**src/rtl/axi_ads124x_pkg.sv**
```systemverilog
// Shared types and constants for the ADS124x SPI command arbiter.
package axi_ads124x_pkg;

    typedef enum logic [1:0] {
        S_IDLE  = 2'd0,
        S_TX    = 2'd1,
        S_DRAIN = 2'd2,
        S_RESP  = 2'd3
    } arb_state_t;

    localparam int unsigned TIMEOUT_DEFAULT = 4096;

    function automatic logic [7:0] pick_byte(input logic [31:0] word, input logic [1:0] idx);
        return word[{idx, 3'b000} +: 8];
    endfunction

endpackage

```
**src/rtl/axi_ads124x_spi_arb.sv**
```systemverilog
// Two-requester round-robin arbiter that serialises command words into an SPI
// byte stream and assembles the returned bytes into a per-requester response.
module axi_ads124x_spi_arb
    import axi_ads124x_pkg::*;
#(
    parameter int unsigned C_TIMEOUT = TIMEOUT_DEFAULT
) (
    input  logic        aclk,
    input  logic        aresetn,
    input  logic [31:0] req0_txdata,
    input  logic [1:0]  req0_nbytes,
    input  logic        req0_valid,
    output logic        req0_ready,
    input  logic [31:0] req1_txdata,
    input  logic [1:0]  req1_nbytes,
    input  logic        req1_valid,
    output logic        req1_ready,
    output logic [31:0] rsp0_data,
    output logic        rsp0_valid,
    output logic        rsp0_err,
    output logic [31:0] rsp1_data,
    output logic        rsp1_valid,
    output logic        rsp1_err,
    output logic [7:0]  spitx_axis_tdata,
    output logic        spitx_axis_tvalid,
    input  logic        spitx_axis_tready,
    input  logic [7:0]  spirx_axis_tdata,
    input  logic        spirx_axis_tvalid,
    output logic        spirx_axis_tready,
    output logic        busy,
    output logic        grant_id
);

    localparam int unsigned TMO_W = (C_TIMEOUT > 2) ? $clog2(C_TIMEOUT) : 1;
    localparam logic [TMO_W-1:0] TMO_LAST = TMO_W'(C_TIMEOUT - 1);

    arb_state_t         state, state_next;
    logic               grant_q;
    logic               pick, any_valid;
    logic [31:0]        sel_txdata;
    logic [1:0]         sel_nbytes;
    logic [31:0]        txdata_q;
    logic [1:0]         nbytes_q;
    logic [2:0]         tx_cnt, rx_cnt, rx_cnt_next, xfer_len;
    logic [31:0]        rx_buf, rx_buf_next;
    logic [TMO_W-1:0]   tmo_cnt;
    logic               tx_valid_q;
    logic [7:0]         tx_data_q;
    logic [1:0]         rsp_valid_q, rsp_err_q;
    logic [1:0][31:0]   rsp_data_q;
    logic               active, tx_fire, rx_take, progress, last_tx, rx_complete, tmo_hit;
    logic [1:0]         next_idx;

    // Ties go to the requester that did not own the bus last.
    assign any_valid  = req0_valid | req1_valid;
    assign pick       = (req0_valid && req1_valid) ? ~grant_q : req1_valid;
    assign sel_txdata = pick ? req1_txdata : req0_txdata;
    assign sel_nbytes = pick ? req1_nbytes : req0_nbytes;
    assign req0_ready = (state == S_IDLE) && req0_valid && !pick;
    assign req1_ready = (state == S_IDLE) && req1_valid && pick;

    assign active      = (state == S_TX) || (state == S_DRAIN);
    assign xfer_len    = {1'b0, nbytes_q} + 3'd1;
    assign tx_fire     = tx_valid_q && spitx_axis_tready;
    assign rx_take     = active && spirx_axis_tvalid && (rx_cnt < xfer_len);
    assign progress    = tx_fire || (active && spirx_axis_tvalid);
    assign last_tx     = tx_fire && (tx_cnt == {1'b0, nbytes_q});
    assign rx_cnt_next = rx_cnt + {2'b00, rx_take};
    assign rx_buf_next = rx_take ? {rx_buf[23:0], spirx_axis_tdata} : rx_buf;
    assign rx_complete = (rx_cnt_next == xfer_len);
    assign tmo_hit     = active && !progress && (tmo_cnt == TMO_LAST);
    assign next_idx    = nbytes_q - tx_cnt[1:0] - 2'd1;

    always_comb begin
        // NOTE: next state defaults to the current one so no path leaves it unassigned (no latch).
        state_next = state;
        unique case (state)
            S_IDLE:  if (any_valid) state_next = S_TX;
            S_TX: begin
                if (tmo_hit)      state_next = S_RESP;
                else if (last_tx) state_next = rx_complete ? S_RESP : S_DRAIN;
            end
            S_DRAIN: if (tmo_hit || rx_complete) state_next = S_RESP;
            S_RESP:  state_next = S_IDLE;
            default: state_next = S_IDLE;
        endcase
    end

    always_ff @(posedge aclk or negedge aresetn) begin
        if (!aresetn) state <= S_IDLE;
        else          state <= state_next;
    end

    always_ff @(posedge aclk or negedge aresetn) begin
        if (!aresetn) begin
            grant_q     <= 1'b1;
            txdata_q    <= '0;
            nbytes_q    <= '0;
            tx_cnt      <= '0;
            rx_cnt      <= '0;
            rx_buf      <= '0;
            tmo_cnt     <= '0;
            tx_valid_q  <= 1'b0;
            tx_data_q   <= '0;
            rsp_valid_q <= '0;
            rsp_err_q   <= '0;
            rsp_data_q  <= '0;
        end else begin
            // NOTE: non-blocking so every register updates from the same pre-edge values.
            rsp_valid_q <= '0;
            unique case (state)
                S_IDLE: if (any_valid) begin
                    grant_q    <= pick;
                    txdata_q   <= sel_txdata;
                    nbytes_q   <= sel_nbytes;
                    tx_cnt     <= '0;
                    rx_cnt     <= '0;
                    rx_buf     <= '0;
                    tmo_cnt    <= '0;
                    tx_valid_q <= 1'b1;
                    tx_data_q  <= pick_byte(sel_txdata, sel_nbytes);
                end
                S_TX, S_DRAIN: begin
                    tmo_cnt <= progress ? '0 : tmo_cnt + 1'b1;
                    if (rx_take) begin
                        rx_buf <= rx_buf_next;
                        rx_cnt <= rx_cnt_next;
                    end
                    if (tx_fire) begin
                        tx_cnt <= tx_cnt + 3'd1;
                        if (last_tx) tx_valid_q <= 1'b0;
                        else         tx_data_q  <= pick_byte(txdata_q, next_idx);
                    end
                    // Response registers load on the way into S_RESP so they line up with it.
                    if (state_next == S_RESP) begin
                        tx_valid_q           <= 1'b0;
                        rsp_valid_q[grant_q] <= 1'b1;
                        rsp_data_q[grant_q]  <= rx_buf_next;
                        rsp_err_q[grant_q]   <= tmo_hit;
                    end
                end
                default: ;
            endcase
        end
    end

    assign spitx_axis_tdata  = tx_data_q;
    assign spitx_axis_tvalid = tx_valid_q;
    assign spirx_axis_tready = 1'b1;
    assign rsp0_valid        = rsp_valid_q[0];
    assign rsp1_valid        = rsp_valid_q[1];
    assign rsp0_data         = rsp_data_q[0];
    assign rsp1_data         = rsp_data_q[1];
    assign rsp0_err          = rsp_err_q[0];
    assign rsp1_err          = rsp_err_q[1];
    assign busy              = (state != S_IDLE);
    assign grant_id          = grant_q;

endmodule

```
**config.mk**
```make
export PLATFORM = sky130hd
export DESIGN_NAME = axi_ads124x_spi_arb
export DESIGN_NICKNAME = d
export VERILOG_FILES = /design/src/rtl/axi_ads124x_pkg.sv /design/src/rtl/axi_ads124x_spi_arb.sv
export SDC_FILE = /design/constraint.sdc
export NUM_CORES = 1
export LEC_CHECK = 0
export ABC_AREA = 1
export BUFFER_PORTS_ARGS = -buffer_cell sky130_fd_sc_hd__buf_4
export CAP_MARGIN = 25
export CORE_UTILIZATION = 52
export CTS_BUF_LIST = sky130_fd_sc_hd__clkbuf_4
export DETAILED_ROUTE_END_ITERATION = 8
export GPL_ROUTABILITY_DRIVEN = 0
export PLACE_DENSITY_LB_ADDON = 0.2
export SLEW_MARGIN = 0
export SYNTH_ARGS = -nofsm -noshare
export SYNTH_HDL_FRONTEND = slang
export SYNTH_SLANG_ARGS = --single-unit
```
**constraint.sdc**
```tcl
create_clock -name aclk -period 3.55 [get_ports aclk]
set_clock_uncertainty 0.15 [all_clocks]
set_input_delay 0.355 -clock aclk [delete_from_list [all_inputs] [get_ports aclk]]
set_output_delay 0.355 -clock aclk [all_outputs]
set_load 0.03 [all_outputs]
```
---- After elaboration in Yosys (flattened, before gate mapping) ----
Cells that the tools add are included.
word-level totals
  bits of input ports ..................... 82
  register bits after elaboration ......... 164
  logic and storage cells ................. 106
  output and inout port bits .............. 82
cells by class
  eq/ne operators ......................... 13
  $add $sub $neg .......................... 6
  bitwise gates (word level) .............. 2
  $lt $le $gt $ge ......................... 3
  mux-type cells .......................... 38
  shift-type cells ........................ 2
  reductions and logical operators ........ 28
operator list
  kind                                           count
  two-way mux 32 bit                             5
  bitwise mux 64 bit                             1
  one-hot mux 32 bit (2 select lines)            1
  indexed part select 32 x 6 -> 8 bit            2
  demux 32 bit (select 1 bit)                    1
  two-way mux 12 bit                             2
  two-way mux 8 bit                              3
  one-hot mux 12 bit (2 select lines)            1
  one-hot mux 8 bit (2 select lines)             1
  two-way mux 2 bit                              7
  adder 12 x 1 -> 12 bit, second input constant  1
  equality test 12 bit, second input constant    1
  logical AND 1 bit                              12
  one-hot mux 3 bit (2 select lines)             2
  two-way mux 3 bit                              3
  inequality test 2 bit, second input constant   4
  one-hot mux 2 bit (4 select lines)             1
  AND reduction 4 bit                            2
  two-way mux 1 bit                              7
  equality test 2 bit, second input constant     3
  inequality test 3 bit, second input constant   2
  AND reduction 2 bit                            3
  AND reduction 3 bit                            2
  nonzero test 2 bit                             2
  20 further kinds                               23

---- Longest topological paths before layout ----
  depth in word-level cells ............... 13
  depth in mapped cells ................... 23
  gate-level depth less buffers ........... 21

---- Worst setup path before layout ----
No wires, ideal clock.
  kind .................................... reg-to-reg
  from .................................... register nbytes_q[0]
  to ...................................... register rsp_data_q, in the netlist rsp0_data[12]
  data required time ...................... 3.281 ns
  buffers on the path ..................... 2
  setup slack ............................. 0.183 ns
  stages on the path, launching flop included .. 23
  clock period less this slack ............ 3.367 ns
  setup time .............................. 0.119 ns
  arrival time ............................ 3.098 ns
  cell sequence ........................... dfrtp_1 -> ha_1 -> inv_1 -> ha_1 -> o211ai_1 -> nand4_1 -> inv_1 -> buf_2 -> ha_1 -> ha_1 -> nand2_1 -> nand2_1 -> nor2_1 -> nand3_1 -> nand3_1 -> nand2_1 -> nand2_1 -> nand2_1 -> nand2_2 -> nand4_2 -> buf_2 -> nand2_1 -> nand2_1
on the way
  longest elaborated chain between the ends .. 11
  elaborated cells on any way between the ends .. 17
  classes of those cells .................. 2 x add/sub; 1 x order compare; 3 x eq/ne; 7 x mux; 4 x reduce/logical
ends and longest elaborated chain
  element                                 line                        text
  start: declaration                      axi_ads124x_spi_arb.sv:43   logic [1:0] nbytes_q;
  start signal: assignment                axi_ads124x_spi_arb.sv:115  nbytes_q <= sel_nbytes;
  adder 2 x 1 -> 3 bit                    axi_ads124x_spi_arb.sv:63   assign xfer_len = {1'b0, nbytes_q} + 3'd1;
  < comparator 3 bit                      axi_ads124x_spi_arb.sv:65   assign rx_take = active && spirx_axis_tvalid && (rx_cnt < xfer_len);
  logical AND 1 bit                       axi_ads124x_spi_arb.sv:65
  adder 3 x 1 -> 3 bit                    axi_ads124x_spi_arb.sv:68   assign rx_cnt_next = rx_cnt + {2'b00, rx_take};
  equality test 3 bit                     axi_ads124x_spi_arb.sv:70   assign rx_complete = (rx_cnt_next == xfer_len);
  two-way mux 1 bit                       axi_ads124x_spi_arb.sv:81   else if (last_tx) state_next = rx_complete ? S_RESP : S_DRAIN;
  two-way mux 2 bit                       axi_ads124x_spi_arb.sv:81
  two-way mux 2 bit                       axi_ads124x_spi_arb.sv:80   if (tmo_hit) state_next = S_RESP;
  one-hot mux 2 bit (4 select lines) (*)  axi_ads124x_spi_arb.sv:77   unique case (state)
  named net state_next[0]                 axi_ads124x_spi_arb.sv:37   arb_state_t state, state_next;
  equality test 2 bit (*)                 axi_ads124x_spi_arb.sv:135  if (state_next == S_RESP) begin
  AND reduction 2 bit (no line) (*)       --
  end signal: indexed assignment          axi_ads124x_spi_arb.sv:138  rsp_data_q[grant_q] <= rx_buf_next;
  end: declaration                        axi_ads124x_spi_arb.sv:50   logic [1:0][31:0] rsp_data_q;
Mark *: on every way through the listed nets, which the timed path passes. The rest lies on a longest branch.
A chain may end at the register's enable or synchronous reset.

---- Worst setup path after layout ----
  from .................................... register nbytes_q[0]
  to ...................................... register rsp_data_q, in the netlist rsp1_data[15]
on the way
  longest elaborated chain between the ends .. 11
  elaborated cells on any way between the ends .. 17
  classes of those cells .................. 2 x add/sub; 1 x order compare; 3 x eq/ne; 7 x mux; 4 x reduce/logical
ends and longest elaborated chain
  element                             line
  adder 2 x 1 -> 3 bit                axi_ads124x_spi_arb.sv:63
  < comparator 3 bit                  axi_ads124x_spi_arb.sv:65
  logical AND 1 bit                   axi_ads124x_spi_arb.sv:65
  adder 3 x 1 -> 3 bit                axi_ads124x_spi_arb.sv:68
  equality test 3 bit                 axi_ads124x_spi_arb.sv:70
  two-way mux 1 bit                   axi_ads124x_spi_arb.sv:81
  two-way mux 2 bit                   axi_ads124x_spi_arb.sv:81
  two-way mux 2 bit                   axi_ads124x_spi_arb.sv:80
  one-hot mux 2 bit (4 select lines)  axi_ads124x_spi_arb.sv:77
  equality test 2 bit                 axi_ads124x_spi_arb.sv:135
  AND reduction 2 bit (no line)       --
Parallel ways exist; a longest one is shown, timed or not.

==> impl_metrics.json <==
{
  "ys_seq_area_share_pct": 49.1,
  "min_period_over_period_pct": 93.0,
  "viasPerCell": 5.43,
  "netlist_area_sq_um": 8360,
  "required_ps": 3930,
  "yosysWarnings": 0,
  "power_density_nw_per_um2": 760,
  "via_count": 8019,
  "finalWirelength_mm": 22.9,
  "overflow": 0,
  "ir_drop_mv": 0.626,
  "ys_top_cells_by_count": "nand2_1, dfrtp_1, o21ai_0",
  "path_class": "reg -> reg",
  "rows": 45,
  "numCtsBuffers": 17,
  "setup-violations-final": 0,
  "drtIter0Drc": 708,
  "crit_arrival_ps": 3680,
  "r2r-start": "nbytes_q[0]$_DFFE_PN0P_",
  "leakagePower_nw": 5.54,
  "grt_max_degree": 102,
  "core_sq_um": 15400,
  "dieHeight_um": 129,
  "synth_edf_count": 0,
  "hold_ws_ps": 15.4,
  "r2r_cells": 22,
  "r2r-end": "rsp1_data[15]$_DFFE_PN0P_",
  "drc": 0,
  "cts_root_buffer": "clkbuf_4",
  "synth_fp_nets": 1133,
  "syn-mean-instance-area_sq_um": 8.03,
  "fill_cells": 1281,
  "synth_cells": 1040,
  "wl_per_cell_um": 15.5,
  "rsz0062_at_grt": "false",
  "r2r_setup_slack_ps": 250,
  "h-tree-depth": 4,
  "multiInputGateArea_sq_um": 3640,
  "drv_cap": 0,
  "ff_latch_area_sq_um": 4110,
  "holdPathEnd": "txdata_q[21]$_DFFE_PN0P_",
  "hold_depth": 3,
  "clock_path_buffers": 2,
  "clk_pin_slew_ps": 140,
  "grt_pass1_vias": 7503,
  "fmax_ghz": 0.303,
  "max_slew.worst_pin.slew_ps": 1020,
  "timing.final.crit_period_ps": 3300,
  "cts_tree": "yes",
  "ys_seq_elements": 164,
  "io_pins": 164,
  "grt_pass1_wl_mm": 37.1,
  "hold_violations": 0,
  "status": "finished clean",
  "clk_latency_ps": 580,
  "yosysTopAreaCell": "dfrtp_1",
  "maxSlewViolCount": 0,
  "hold_class": "in -> reg",
  "place_hpwl_mm": 14.6,
  "final_util_pct": 69.9,
  "synth_top_area_share_pct": 48.8,
  "ys.flop_type": "dfrtp_1",
  "crit_path_end_kind": "register",
  "drive_gt1_share_pct": 20.6,
  "start_util_pct": 54.2,
  "die_area_sq_um": 16600,
  "syn2layout_area_growth_pct": 29.0,
  "clock-sinks": 164,
  "fin_tns_setup_ps": 0,
  "hold_start": "req0_txdata[21]",
  "final_nets": 1344,
  "final.setup.worst_slack_ps": 250,
  "ant_nets": 0,
  "yosysMostFrequentCell": "nand2_1",
  "synth_area_leaders": "dfrtp_1, nand2_1, o21ai_0, nand4_1, nand3_1",
  "slew_headroom_pct": 31.7,
  "crit_start": "nbytes_q[0]$_DFFE_PN0P_",
  "port-buffer-count": 162,
  "grtUsageTotal_pct": 28.8,
  "die_w_um": 129,
  "synthArstFlopShare_pct": 100,
  "dp_slack_ps": -87.5,
  "ys_types": 38,
  "antenna_found_initial": 1,
  "first_pass_iters": 7,
  "start_kind": "register",
  "finalPower_mw": 8.19,
  "crit_fanout": 7
}
state kept, by name, summed over array words and instances (netlist names):
name,flops
rsp0_data,32
rsp1_data,32
rx_buf,32
txdata_q,32
tmo_cnt,12
spitx_axis_tdata,8
rx_cnt,3
tx_cnt,3
nbytes_q,2
rsp_err_q,2
rsp_valid_q,2
state,2
grant_id,1
spitx_axis_tvalid,1
per-layer routing:
layer	GRT usage, %	share of wire (%)	wire length [um]
met5	0	0	0
met1	40.4	46	10400
met4	9.83	1.6	367
met3	5.28	6.7	1540
met2	45.0	46	10500
where the power goes:
part	switching (mW)	leakage, nW	internal [mW]
combinational	3.07	3.22	1.50
sequential	0.267	2.19	2.32
clock	0.692	0.135	0.353
total	4.03	5.54	4.17
cell usage in the layout (no fill, tap or decap), types with 2 or more instances in the layout:
cell / n
nor3_1: 4
inv_6: 3
buf_6: 2
nand2_1: 339
nand3_1: 61
o211ai_1: 9
clkinv_1: 4
clkbuf_4: 17
a21oi_1: 29
nor2_4: 3
ha_1: 9
nand2_2: 7
o21ai_0: 115
nor2_1: 28
clkinvlp_4: 3
nor2_2: 3
o21ai_1: 2
xor2_1: 3
inv_4: 2
inv_8: 2
inv_2: 7
o22ai_1: 4
mux2i_1: 26
o21a_1: 2
diode_2: 2
clkinv_2: 2
buf_4: 187
dlygate4sd3_1: 59
nand4_2: 2
buf_12: 7
nand4_1: 69
inv_1: 75
dfrtp_1: 163
worst max-delay path: stages (launching register included):
cell and delay (ps):
dfrtp_1 400, ha_1 300, inv_1 60, ha_1 270
o211ai_1 70, nand4_1 90, inv_1 70, ha_1 190
ha_2 330, inv_1 50, nand2_1 50, nand2_1 60
nor2_2 120, nand3_1 80, nand3_1 70, nand2_1 80
nand3_2 80, nand2_2 110, nor2_4 120, buf_12 140
buf_4 150, nand4_1 110, nand2_1 110
per-stage QoR:
| step | cells | instance area, sq um |
|---|---|---|
| floorplan | 1040 | 8360 |
| global placement | 1379 | 9840 |
| detailed placement | 1379 | 9840 |
| CTS | 1473 | 10700 |
| global route | 1477 | 10800 |
| finish | 1477 | 10800 |
how the worst max path moves through the flow:
stage / slack [ps] / depth (start not counted) / end
3_5_place_dp: -90 / 21 / rsp1_data[14]$_DFFE_PN0P_
4_1_cts: 50 / 20 / rsp1_data[12]$_DFFE_PN0P_
3_3_place_gp: 60 / 21 / rsp1_data[19]$_DFFE_PN0P_
5_1_grt: 30 / 22 / rsp0_data[20]$_DFFE_PN0P_
2_1_floorplan: 180 / 22 / rsp0_data[12]$_DFFE_PN0P_
6_report: 250 / 22 / rsp1_data[15]$_DFFE_PN0P_
logic make-up after synthesis:
kind of cell	count (synthesis)	synth area share (%)
compound gates	167	10.8
xor+xnor	3	0.315
fa+ha+maj	11	1.65
buf+inv	150	7.74
flops	164	49.1
mux	26	3.11
other cells	1	0.0449
simple gates	518	27.2
area by class of cell:
class	count	area share [%]
Clock inverter	15	1.22
Antenna cell	2	0.0464
Tap cell	211	2.45
Sequential cell	164	38.1
Clock buffer	17	1.18
Multi-Input combinational cell	727	33.8
Inverter	85	3.01
Timing Repair Buffer	256	20.2
repair_timing:
action	CTS	global route
buffers inserted	2	1
hold endpoints to repair	94	0
pin swaps	1	3
cloned	1	1
hold buffers	59	0
endpoints found under the setup margin	42	65
gates resized for setup	0	6
No activity file was read; power rests on OpenSTA's default activity.
